[src/rtl/lsu_pkg.sv]
// Shared types, RV32I load/store width codes and lane formatting helpers for the LSU.
package lsu_pkg;

    typedef enum logic [1:0] {
        IDLE = 2'd0,
        REQ  = 2'd1,
        WAIT = 2'd2
    } lsu_state_t;

    localparam logic [2:0] F3_LB  = 3'b000;
    localparam logic [2:0] F3_LH  = 3'b001;
    localparam logic [2:0] F3_LW  = 3'b010;
    localparam logic [2:0] F3_LBU = 3'b100;
    localparam logic [2:0] F3_LHU = 3'b101;

    // Select the addressed byte/half of a read word and extend it to 32 bits.
    function automatic logic [31:0] load_extend(input logic [2:0]  funct3,
                                                input logic [1:0]  lane,
                                                input logic [31:0] word);
        logic [7:0]  b;
        logic [15:0] h;
        logic [31:0] res;
        case (lane)
            2'd0:    b = word[7:0];
            2'd1:    b = word[15:8];
            2'd2:    b = word[23:16];
            default: b = word[31:24];
        endcase
        h = lane[1] ? word[31:16] : word[15:0];
        case (funct3)
            F3_LB:   res = {{24{b[7]}}, b};
            F3_LBU:  res = {24'd0, b};
            F3_LH:   res = {{16{h[15]}}, h};
            F3_LHU:  res = {16'd0, h};
            default: res = word;
        endcase
        return res;
    endfunction

    // Byte enables and lane-replicated write data, packed as {be, wdata}.
    function automatic logic [35:0] store_format(input logic [2:0]  funct3,
                                                 input logic [1:0]  lane,
                                                 input logic [31:0] data);
        logic [3:0]  be;
        logic [31:0] wdata;
        case (funct3[1:0])
            2'b00: begin
                be    = 4'b0001 << lane;
                wdata = {4{data[7:0]}};
            end
            2'b01: begin
                be    = lane[1] ? 4'b1100 : 4'b0011;
                wdata = {2{data[15:0]}};
            end
            default: begin
                be    = 4'b1111;
                wdata = data;
            end
        endcase
        return {be, wdata};
    endfunction

endpackage

[src/rtl/lsu_load_align.sv]
// Combinational extraction and sign/zero extension of a load result.
module lsu_load_align
    import lsu_pkg::*;
(
    input  logic [2:0]  funct3_i,
    input  logic [1:0]  lane_i,
    input  logic [31:0] word_i,
    output logic [31:0] data_o
);

    // Pick the lane and extend according to the load width code.
    always_comb begin
        data_o = load_extend(funct3_i, lane_i, word_i);
    end

endmodule

[src/rtl/lsu_data_port.sv]
// Memory-stage load/store unit: core request -> req/gnt/rvalid bus, with stall,
// access-error and bus-timeout reporting and a registered extended load result.
module lsu_data_port
    import lsu_pkg::*;
#(
    parameter int DATA_WIDTH     = 32,
    parameter int TIMEOUT_CYCLES = 16
) (
    input  logic                  clk,
    input  logic                  rst_n,
    input  logic                  MemReadM,
    input  logic                  MemWriteM,
    input  logic [2:0]            Funct3M,
    input  logic [DATA_WIDTH-1:0] ALUResultM,
    input  logic [DATA_WIDTH-1:0] WriteDataM,
    output logic                  StallLSU,
    output logic [DATA_WIDTH-1:0] ReadDataW,
    output logic                  AccessErr,
    output logic                  BusErr,
    output logic                  mem_req,
    output logic                  mem_we,
    output logic [DATA_WIDTH-1:0] mem_addr,
    output logic [3:0]            mem_be,
    output logic [DATA_WIDTH-1:0] mem_wdata,
    input  logic                  mem_gnt,
    input  logic                  mem_rvalid,
    input  logic [DATA_WIDTH-1:0] mem_rdata
);

    localparam int               CNT_W    = (TIMEOUT_CYCLES > 2) ? $clog2(TIMEOUT_CYCLES) : 1;
    localparam logic [CNT_W-1:0] CNT_LAST = CNT_W'(TIMEOUT_CYCLES - 1);

    lsu_state_t            state_q, state_d;
    logic [CNT_W-1:0]      cnt_q, cnt_d;
    logic                  is_load_q;
    logic [2:0]            funct3_q;
    logic [1:0]            lane_q;
    logic [DATA_WIDTH-1:0] rdata_q;
    logic                  mem_req_q, mem_we_q;
    logic [DATA_WIDTH-1:0] mem_addr_q, mem_wdata_q;
    logic [3:0]            mem_be_q;
    logic                  acc_err_q, bus_err_q;

    logic                  is_store, new_acc, legal, start, illegal;
    logic                  complete, timeout;
    logic [35:0]           st_fmt;
    logic [DATA_WIDTH-1:0] load_val;

    // A simultaneous read and write is treated as a store.
    assign is_store = MemWriteM;
    assign new_acc  = MemReadM | MemWriteM;
    assign st_fmt   = store_format(Funct3M, ALUResultM[1:0], WriteDataM);

    // Width code and alignment legality of the access presented by the core.
    always_comb begin
        legal = 1'b0;
        case (Funct3M)
            F3_LB:   legal = 1'b1;
            F3_LBU:  legal = !is_store;
            F3_LH:   legal = !ALUResultM[0];
            F3_LHU:  legal = !is_store && !ALUResultM[0];
            F3_LW:   legal = (ALUResultM[1:0] == 2'b00);
            default: legal = 1'b0;
        endcase
    end

    assign start   = (state_q == IDLE) && new_acc && legal;
    assign illegal = (state_q == IDLE) && new_acc && !legal;

    lsu_load_align u_align (
        .funct3_i (funct3_q),
        .lane_i   (lane_q),
        .word_i   (mem_rdata),
        .data_o   (load_val)
    );

    // State and timeout counter registers.
    always_ff @(posedge clk or negedge rst_n) begin
        if (!rst_n) begin
            state_q <= IDLE;
            cnt_q   <= '0;
        end else begin
            state_q <= state_d;
            cnt_q   <= cnt_d;
        end
    end

    // Next state; completion or timeout always return to IDLE.
    always_comb begin
        state_d = state_q;
        cnt_d   = (state_q == IDLE) ? '0 : cnt_q + CNT_W'(1);
        case (state_q)
            IDLE:    if (start) state_d = REQ;
            REQ: begin
                if (complete || timeout) state_d = IDLE;
                else if (mem_gnt)        state_d = WAIT;
            end
            WAIT:    if (complete || timeout) state_d = IDLE;
            default: state_d = IDLE;
        endcase
    end

    // Completion, timeout abort and pipeline stall; completion beats timeout.
    always_comb begin
        complete = 1'b0;
        case (state_q)
            REQ:     complete = mem_gnt && (!is_load_q || mem_rvalid);
            WAIT:    complete = mem_rvalid;
            default: complete = 1'b0;
        endcase
        timeout  = (state_q != IDLE) && !complete && (cnt_q == CNT_LAST);
        StallLSU = (state_q == IDLE) ? start : !(complete || timeout);
    end

    // Bus request registers, error pulses and the load result register.
    always_ff @(posedge clk or negedge rst_n) begin
        if (!rst_n) begin
            mem_req_q   <= 1'b0;
            mem_we_q    <= 1'b0;
            mem_addr_q  <= '0;
            mem_be_q    <= '0;
            mem_wdata_q <= '0;
            is_load_q   <= 1'b0;
            funct3_q    <= '0;
            lane_q      <= '0;
            acc_err_q   <= 1'b0;
            bus_err_q   <= 1'b0;
            rdata_q     <= '0;
        end else begin
            acc_err_q <= illegal;
            bus_err_q <= timeout;
            if (start) begin
                mem_req_q   <= 1'b1;
                mem_we_q    <= is_store;
                mem_addr_q  <= {ALUResultM[DATA_WIDTH-1:2], 2'b00};
                mem_be_q    <= st_fmt[35:32];
                mem_wdata_q <= is_store ? st_fmt[31:0] : '0;
                is_load_q   <= !is_store;
                funct3_q    <= Funct3M;
                lane_q      <= ALUResultM[1:0];
            end else if ((state_q == REQ) && (mem_gnt || timeout)) begin
                mem_req_q <= 1'b0;
            end
            if (complete && is_load_q) begin
                rdata_q <= load_val;
            end else if (timeout && is_load_q) begin
                rdata_q <= '0;
            end
        end
    end

    assign ReadDataW = rdata_q;
    assign AccessErr = acc_err_q;
    assign BusErr    = bus_err_q;
    assign mem_req   = mem_req_q;
    assign mem_we    = mem_we_q;
    assign mem_addr  = mem_addr_q;
    assign mem_be    = mem_be_q;
    assign mem_wdata = mem_wdata_q;

endmodule

[config.mk]
export PLATFORM = sky130hd
export DESIGN_NAME = lsu_data_port
export DESIGN_NICKNAME = d
export VERILOG_FILES = /design/src/rtl/lsu_pkg.sv /design/src/rtl/lsu_load_align.sv /design/src/rtl/lsu_data_port.sv
export SDC_FILE = /design/constraint.sdc
export NUM_CORES = 1
export LEC_CHECK = 0
export ABC_AREA = 1
export CORE_MARGIN = 4
export CORE_UTILIZATION = 45
export DETAILED_ROUTE_END_ITERATION = 8
export PLACE_DENSITY = 0.77
export SETUP_SLACK_MARGIN = 0.1
export SYNTH_ARGS = -nofsm -noshare
export SYNTH_HDL_FRONTEND = slang
export SYNTH_SLANG_ARGS = --single-unit
[constraint.sdc]
create_clock -name clk -period 2.3 [get_ports clk]
set_input_delay 0.575 -clock clk [delete_from_list [all_inputs] [get_ports clk]]
set_output_delay 0.575 -clock clk [all_outputs]
set_load 0.02 [all_outputs]
==> results of run 1 <==
final cells by class:
type / instances / area [um^2]
multi-input combinational: 523 / 2370
timing repair buffer: 247 / 2410
fill: 1006 / 3430
sequential: 114 / 2850
inverter: 47 / 176
clock buffer: 17 / 425
clock inverter: 15 / 233
tap: 168 / 210
logic make-up after synthesis:
kind of cell	count (synthesis)
buffers and inverters	86
xor gates and xnor gates	1
AOI/OAI and AO/OA	134
adders and majority gates	5
and+or+nand+nor	381
DFF	114
other	1
sequential cells by signal, summed over array words and instances (netlist names):
signal / count
is_load_q: 1
mem_req: 1
ReadDataW: 32
BusErr: 1
lane_q: 2
funct3_q: 3
cnt_q: 4
AccessErr: 1
mem_wdata: 32
mem_addr: 30
mem_we: 1
state_q: 2
mem_be: 4
through the flow:
| step | std cells | setup TNS, ps | utilization, % | instance area, um^2 |
|---|---|---|---|---|
| after global routing | 1131 | 0 | 71.7 | 8680 |
| final | 1131 | 0 | 71.7 | 8680 |
| after CTS | 1131 | 0 | 71.6 | 8670 |
| after floorplan | 723 | 0 | - | 5610 |
| after detailed placement | 1095 | -13890 | 65.6 | 7950 |
| after global placement | 1095 | -10680 | 65.6 | 7950 |
power breakdown:
part | leakage (nW) | switching, mW | total (mW) | internal, mW
registers | 1.46 | 0.619 | 3.53 | 2.91
logic | 2.48 | 3.25 | 5.81 | 2.56
clock network | 0.306 | 0.981 | 2.91 | 1.93
total | 4.25 | 4.85 | 12.3 | 7.41
synth_stat cells:
| cell | instances | share of area (%) |
|---|---|---|
| buf_4 | 5 | 0.67 |
| nand2_2 | 1 | 0.11 |
| buf_6 | 8 | 1.6 |
| o221ai_1 | 8 | 1.3 |
| o211ai_1 | 3 | 0.40 |
| nand2_4 | 1 | 0.20 |
| conb_1 | 1 | 0.067 |
| nand2_1 | 280 | 19 |
| a21oi_1 | 41 | 3.7 |
| ha_1 | 5 | 1.1 |
| nor2_2 | 2 | 0.22 |
| nor2_1 | 63 | 4.2 |
| inv_1 | 40 | 2.7 |
| nor2_4 | 1 | 0.20 |
| o21a_1 | 2 | 0.27 |
| inv_2 | 7 | 0.47 |
| o21ai_0 | 51 | 4.6 |
| nand4_1 | 6 | 0.67 |
| xor2_1 | 1 | 0.16 |
| nand3_1 | 17 | 1.5 |
| nand3_4 | 3 | 0.94 |
| o21bai_1 | 1 | 0.13 |
| clkbuf_1 | 11 | 0.74 |
| buf_2 | 15 | 1.3 |
| nor3_1 | 7 | 0.63 |
| o21ai_1 | 28 | 2.5 |
| dfrtp_1 | 114 | 51 |
path summary, 6_finish.rpt:
check | cells after the start | endpoint | startpoint | slack, ps
worst max-delay path | 8 | StallLSU | state_q[0]$_DFFE_PN0P_ | 100
worst min-delay path | 1 | ReadDataW[3]$_DFFE_PN0P_ | rst_n | 160
worst max register to register | 10 | mem_addr[8]$_DFFE_PN0P_ | state_q[0]$_DFFE_PN0P_ | 410
worst min register to register | 1 | cnt_q[0]$_DFF_PN0_ | cnt_q[0]$_DFF_PN0_ | 470
max in group asynchronous | 2 | mem_addr[26]$_DFFE_PN0P_ | rst_n | 1510
min in group clk | 1 | cnt_q[0]$_DFF_PN0_ | cnt_q[0]$_DFF_PN0_ | 470
per-layer routing:
layer / up-vias / global-route usage [%]
li1: 2780 / -
met1: 2625 / 29.8
met2: 264 / 40.2
met3: 36 / 11.8
met4: 4 / 8.59
met5: - / 0
repair_timing:
action | in CTS | in global routing
endpoints found under the setup margin | 1 | 44
setup buffers | 4 | 0
resized for setup | 18 | 4
pin swaps | 3 | 1
==> results.cfg, run 1 <==
[placement]
dp.final_hpwl_um = 12800
place_congestion = 0.897
io_buffers = 207
pre_cts_ws_ps = -466

[pwr]
ir_drop_v = 0.000701
total_power_mw = 12.3
power_leakage_nw = 4.25
power-per-cell-area_nw_per_um2 = 1410

[route]
drt_iter0_drc = 500
met2WireLength_um = 8480
wire_per_inst_um = 16.0
wl_met3_um = 2070
via_per_inst = 5.05
top_layer_used = met5
drt-total-wl_um = 18100
m1WireLength_um = 7090
via_count = 5709
detail_route.first_pass.iterations = 6
final_antenna_net_count = 0
drc = 0

[timing]
drv_slew = 0
slew-limit-headroom_pct = 63.8
max_freq_mhz = 454
skew_ps = 6.46
finalSetupViolCount = 0
fin_crit_sh_pct = 95.9
hold-worst-slack_ps = 162
rsz0062_at_grt = true
tightestPinTransition_ps = 543
fin_ws_ps = 95.2
fin_crit_ps = 2200
hold_viol = 0

[yosys]
syn_area_per_cell_um2 = 7.76
synthMuxAreaShare_pct = 0
syn_inst = 722
yosysWarnings = 0
synth.distinct_cells = 27
synth-seq-area-share_pct = 50.9
synth_area_um2 = 5600
yosys.area_share.simple_pct = 27.5
synth_compound_area_share_pct = 12.8
yosys.area_share.xor_xnor_pct = 0.156
synth_top_family_by_area = simple AND/OR/NAND/NOR gates
synth_fa_ha_area_share_pct = 1.12
ys_ff_latch = 114

[final_layout]
final_cell_mix = nand2_1 (278), clkdlybuf4s50_1 (203), dfrtp_1 (114)
syn2layout_area_growth_pct = 54.9
nets = 1060
mostFrequentLayoutCell = nand2_1
n_antenna_cell = 0
layout-drive-gt1-share_pct = 10.2

[clock_tree]
holdBufCountCts = 0
cts_tree = built
cts.htree.levels = 4
clockBufferDepth = 2
cts.clk_slew.worst_paths_ps = 60
clock-root-buffer = clkbuf_16
clk_latency_ps = 400
cts_sinks = 114
numCtsBuffers = 17

[worst_setup_path]
crit_path_max_fanout = 3
endpoint_kind = output port
critPathArrivalTime_ps = 1630
slowest_stage = dfrtp_1
crit_chain = inv_2 > ha_2 > nand2_1 > nand2_2 > nand3_2 > nand2_1 > o21ai_2 > buf_6
start_kind = register
path_class = reg -> out
slowest_delay_ps = 390
cp_num_buf_inv = 2
cpMostUsedCell = nand2_1
crit_family = flip-flops
worstPathRequired_ps = 1730

[global_route]
grt_usage_pct = 25.1
grt_start_max_net_pins = 44
grt_pass1_wl_um = 28500
grt_pass1_vias = 5692
antenna_found_initial = 2
overflow = 0

[floorplanning]
initial_core_util_pct = 46.3
core-area_um2 = 12100
pin_count = 210
die_w_um = 120
num_rows = 40
dieHeight_um = 120
dieArea_um2 = 14300

[job]
drv_cap = 0

[status]
status = completed

[hold_path]
holdCritPathClass = in -> async
(Power assumes the default switching activity.)
==> inputs of run 2 (changes only) <==
--- a/config.mk
+++ b/config.mk
@@ -6,10 +6,12 @@
 export NUM_CORES = 1
 export LEC_CHECK = 0
 export ABC_AREA = 1
+export CELL_PAD_IN_SITES_DETAIL_PLACEMENT = 2
+export CELL_PAD_IN_SITES_GLOBAL_PLACEMENT = 2
 export CORE_MARGIN = 4
-export CORE_UTILIZATION = 45
+export CORE_UTILIZATION = 24
 export DETAILED_ROUTE_END_ITERATION = 8
-export PLACE_DENSITY = 0.77
+export PLACE_DENSITY = 0.76
 export SETUP_SLACK_MARGIN = 0.1
 export SYNTH_ARGS = -nofsm -noshare
 export SYNTH_HDL_FRONTEND = slang
==> results.cfg, run 2 (same netlist as run 1, synthesis figures left out) <==
[route]
met2WireLength_um = 11400
wl_met3_um = 2190
drt-total-wl_um = 23500
via_per_inst = 4.54
detail_route.first_pass.iterations = 4
via_count = 5824
drc = 0
m1WireLength_um = 9440
top_layer_used = met5
drt_iter0_drc = 196
final_antenna_net_count = 0
wire_per_inst_um = 18.3

[floorplanning]
dieArea_um2 = 25900
core-area_um2 = 22800
num_rows = 55
initial_core_util_pct = 24.6
die_w_um = 161
pin_count = 210
dieHeight_um = 161

[placement]
dp.final_hpwl_um = 17100
place_congestion = 0.766
io_buffers = 207

[global_route]
grt_usage_pct = 18.4
grt_pass1_wl_um = 37800
antenna_found_initial = 3
grt_pass1_vias = 6757
grt_start_max_net_pins = 55
overflow = 0

[final_layout]
layout-drive-gt1-share_pct = 11.0
final_cell_mix = nand2_1 (276), clkdlybuf4s50_1 (203), dfrtp_1 (113)
n_antenna_cell = 0
syn2layout_area_growth_pct = 60.4
mostFrequentLayoutCell = nand2_1
nets = 1067
nFillCells = 2594

[pwr]
power_leakage_nw = 4.33
ir_drop_v = 0.000521
total_power_mw = 12.6
power-per-cell-area_nw_per_um2 = 1410

[worst_setup_path]
worstPathRequired_ps = 1730
rr_endpoint = mem_req$_DFFE_PN0P_
critical_path.startpoint = mem_gnt
critPathArrivalTime_ps = 1670
r2r_slack_ps = 180
path_class = in -> out
endpoint_kind = output port
crit_path_max_fanout = 2
ff2ff_path_depth = 14
crit_end = StallLSU
start_kind = input pin
reg2reg_from = state_q[1]$_DFFE_PN0P_

[clock_tree]
clock-root-buffer = clkbuf_16
cts_sinks = 114
cts.htree.levels = 4
numCtsBuffers = 17
clk_latency_ps = 410
clockBufferDepth = 2
cts.clk_slew.worst_paths_ps = 60
cts_tree = built

[timing]
fin_crit_ps = 2250
hold-worst-slack_ps = 97.6
hold_viol = 0
rsz0062_at_grt = true
max_freq_mhz = 445
finalSetupViolCount = 0
drv_slew = 0
tns_ps = 0
skew_ps = 7.91
fin_crit_sh_pct = 97.8

[hold_path]
holdCritPathClass = in -> async

[job]
drv_cap = 0

[status]
status = completed
-- run 2: changes by cell type in the layout (fill, tap and decap cells not counted), sizes merged --
| cell | change |
|---|---|
| clkinvlp | -3 |
| bufinv | -1 |
| inv | -1 |
| dlygate4sd2 | -1 |
| clkinv | -1 |
| clkbuf | +5 |
| dlymetal6s2s | +1 |
| buf | +7 |
-- run 2: per-stage QoR --
stage | cell area, um^2 | setup WS, ps | std cells | util, %
finish | 8990 | 51.1 | 1282 | 39.5
CTS | 8890 | 0.967 | 1280 | 39.0
detailed placement | 8160 | -540 | 1240 | 35.8
floorplan | 5610 | 129 | 723 | -
global route | 8990 | -45.8 | 1282 | 39.5
global placement | 8160 | -454 | 1240 | 35.8
-- run 2: worst max-delay path: stages --
cell	delay, ps
clkdlybuf4s50_1	480
nand2_4	130
nand2_4	60
nand3_2	70
nand2_2	70
o21ai_2	150
buf_6	140
-- run 2: where the power goes --
group,switching (mW),internal (mW)
sequential,0.652,2.91
clock,0.979,1.95
combinational,3.47,2.68
total,5.10,7.54
-- run 2: metal layers --
metal | vias up | global-route usage (%)
li1 | 2769 | -
met1 | 2848 | 21.1
met2 | 171 | 31.2
met3 | 30 | 8.24
met4 | 6 | 5.43
met5 | - | 0
-- run 2: worst min path at each step --
| stage | slack (ps) | to |
|---|---|---|
| after floorplan | 280 | AccessErr$_DFF_PN0_ |
| final | 100 | ReadDataW[10]$_DFFE_PN0P_ |
| after global routing | 110 | ReadDataW[10]$_DFFE_PN0P_ |
| after detailed placement | 450 | cnt_q[0]$_DFF_PN0_ |
| after global placement | 450 | cnt_q[0]$_DFF_PN0_ |
| after CTS | 100 | ReadDataW[10]$_DFFE_PN0P_ |
-- run 2: layout make-up --
type                    count  area [um^2]  share of cell area [%]
clock buffers              22          494                    5.50
clock inverters             9          151                    1.68
inverters                  47          181                    2.02
well taps                 313          392                    4.36
multi-input cells         523         2390                    26.6
flip-flops and latches    114         2850                    31.8
repair buffers            254         2520                    28.0
-- run 2: repair_timing --
item | CTS | global route
resized for setup | 17 | 21
pin swaps | 2 | 4
hold buffers | 0 | 0
setup buffers | 9 | 3
setup endpoints to repair | 43 | 46
==> inputs of run 3 (changes only) <==
==> constraint.sdc (replaced) <==
create_clock -name clk -period 2.19 [get_ports clk]
set_input_delay 0.5475 -clock clk [delete_from_list [all_inputs] [get_ports clk]]
set_output_delay 0.5475 -clock clk [all_outputs]
set_load 0.02 [all_outputs]
==> results.cfg, run 3 (same netlist as run 1, synthesis figures left out) <==
[pwr]
power_leakage_nw = 4.25
power_switching_mw = 5.32
seqPwrFrac_pct = 29.2
p_int_mw = 7.61
total_power_mw = 12.9
power_frac_comb_pct = 49.4
power-per-cell-area_nw_per_um2 = 1460
ir_drop_v = 0.000669
clockPowerShare_pct = 21.4
swShare_pct = 41.2

[worst_setup_path]
ff2ff_path_depth = 10
endpoint_kind = output port
reg2reg_from = state_q[0]$_DFFE_PN0P_
crit_end = StallLSU
rr_endpoint = mem_be[1]$_DFFE_PN0P_
worstPathRequired_ps = 1640
path_class = reg -> out
r2r_slack_ps = 340
critical_path.startpoint = state_q[0]$_DFFE_PN0P_
start_kind = register
crit_path_max_fanout = 5
critPathArrivalTime_ps = 1630

[final_layout]
mostFrequentLayoutCell = nand2_1
ff_latch_area_um2 = 2860
nets = 1060
n_antenna_cell = 0
final_util_pct = 38.9
nFillCells = 2633
layout-drive-gt1-share_pct = 10.4
syn2layout_area_growth_pct = 58.3
multi_input_comb_area_um2 = 2400
final_cell_mix = nand2_1 (275), clkdlybuf4s50_1 (203), dfrtp_1 (112)
fin_cells = 1274

[clock_tree]
holdBufCountCts = 0
clock-root-buffer = clkbuf_16
clk_latency_ps = 410
numCtsBuffers = 17
cts.clk_slew.worst_paths_ps = 50
cts_tree = built
cts_sinks = 114
cts.htree.levels = 4
clockBufferDepth = 2

[route]
via_per_inst = 4.59
detail_route.first_pass.iterations = 4
wire_per_inst_um = 18.1
drt-total-wl_um = 23100
drc = 0
drt_iter0_drc = 221
final_antenna_net_count = 0
via_count = 5844

[placement]
dp.final_hpwl_um = 17100
dp.cells = 1241
io_buffers = 207
place_congestion = 0.791

[timing]
finalSetupViolCount = 0
max_freq_mhz = 460
tns_ps = 0
fin_crit_ps = 2170
fin_crit_sh_pct = 99.3
skew_ps = 12.2
rsz0062_at_grt = true
drv_slew = 0
hold_viol = 0

[global_route]
grt_usage_pct = 17.8
grt_pass1_vias = 6550
grt_pass1_wl_um = 36400
met2_usage_pct = 29.2
antenna_found_initial = 3
overflow = 0
grt_start_max_net_pins = 59
use_met3_pct = 8.31
use_met1_pct = 21.1
top_usage_layer = met2

[floorplanning]
num_rows = 55
dieHeight_um = 161
core-area_um2 = 22800
die_w_um = 161
pin_count = 210
dieArea_um2 = 25900
initial_core_util_pct = 24.6

[status]
status = completed

[hold_path]
holdCritPathClass = in -> async

[job]
drv_cap = 0
-- run 3: changes by cell type in the layout (fill, tap and decap cells not counted), moves of 2 or more --
cell | before | now
clkbuf_8 | 5 | 3
buf_4 | 36 | 34
buf_12 | 5 | 7
buf_6 | 7 | 1
bufinv_16 | 4 | 2
nand2_2 | 3 | 5
-- run 3: worst min-delay path by stage --
| stage | cells past startpoint | startpoint | to | slack, ps |
|---|---|---|---|---|
| 6_report | 1 | rst_n | ReadDataW[2]$_DFFE_PN0P_ | 20 |
| 5_1_grt | 1 | rst_n | ReadDataW[2]$_DFFE_PN0P_ | 10 |
| 4_1_cts | 1 | rst_n | ReadDataW[2]$_DFFE_PN0P_ | 7 |
| 3_5_place_dp | 1 | rst_n | ReadDataW[2]$_DFFE_PN0P_ | 450 |
| 3_3_place_gp | 1 | rst_n | ReadDataW[2]$_DFFE_PN0P_ | 450 |
| 2_1_floorplan | 0 | rst_n | AccessErr$_DFF_PN0_ | 250 |
-- run 3: power by group through the flow --
| stage | logic (mW) | clock network [mW] | registers (mW) |
|---|---|---|---|
| 2_1_floorplan | 2.34 | 0 | 4.60 |
| 5_1_grt | 7.00 | 2.95 | 3.93 |
| 4_1_cts | 6.42 | 2.84 | 3.78 |
| 3_3_place_gp | 6.13 | 0 | 3.74 |
| 3_5_place_dp | 6.29 | 0 | 3.77 |
| 6_report | 6.39 | 2.77 | 3.77 |
-- run 3: layer usage --
layer	vias up	wire, um	share of wire [%]
met5	-	41	0.18
met4	6	342	1.5
met3	25	2160	9.3
met2	179	10800	47
met1	2879	9790	42
li1	2755	-	-
-- run 3: final cells by class --
| type | instances | area share [%] |
|---|---|---|
| clock buffers | 21 | 5.30 |
| clock inverters | 9 | 1.21 |
| inverters | 47 | 2.07 |
| multi-input cells | 523 | 27.1 |
| flip-flops and latches | 114 | 32.2 |
| well taps | 313 | 4.41 |
| repair buffers | 247 | 27.7 |
-- run 3: worst max-delay path, stage by stage (launching register included) --
cell	delay (ps)
dfrtp_2	420
inv_4	70
ha_4	170
buf_4	130
buf_4	150
o21ai_2	150
buf_6	130
-- run 3: through the flow --
stage	worst slack [ps]	instance area (um^2)	hold WS, ps
3_5_place_dp	-526	8180	447
3_3_place_gp	-497	8180	449
2_1_floorplan	137	5610	252
4_1_cts	-62.3	8800	7.46
6_report	16.0	8870	16.9
5_1_grt	-56.9	8870	10.8
-- run 3: timing repair --
| action | CTS | global route |
|---|---|---|
| resized for setup | 19 | 13 |
| pin swaps | 2 | 4 |
| setup buffers | 1 | 2 |
| cloned | 0 | 0 |
| endpoints found under the setup margin | 73 | 53 |
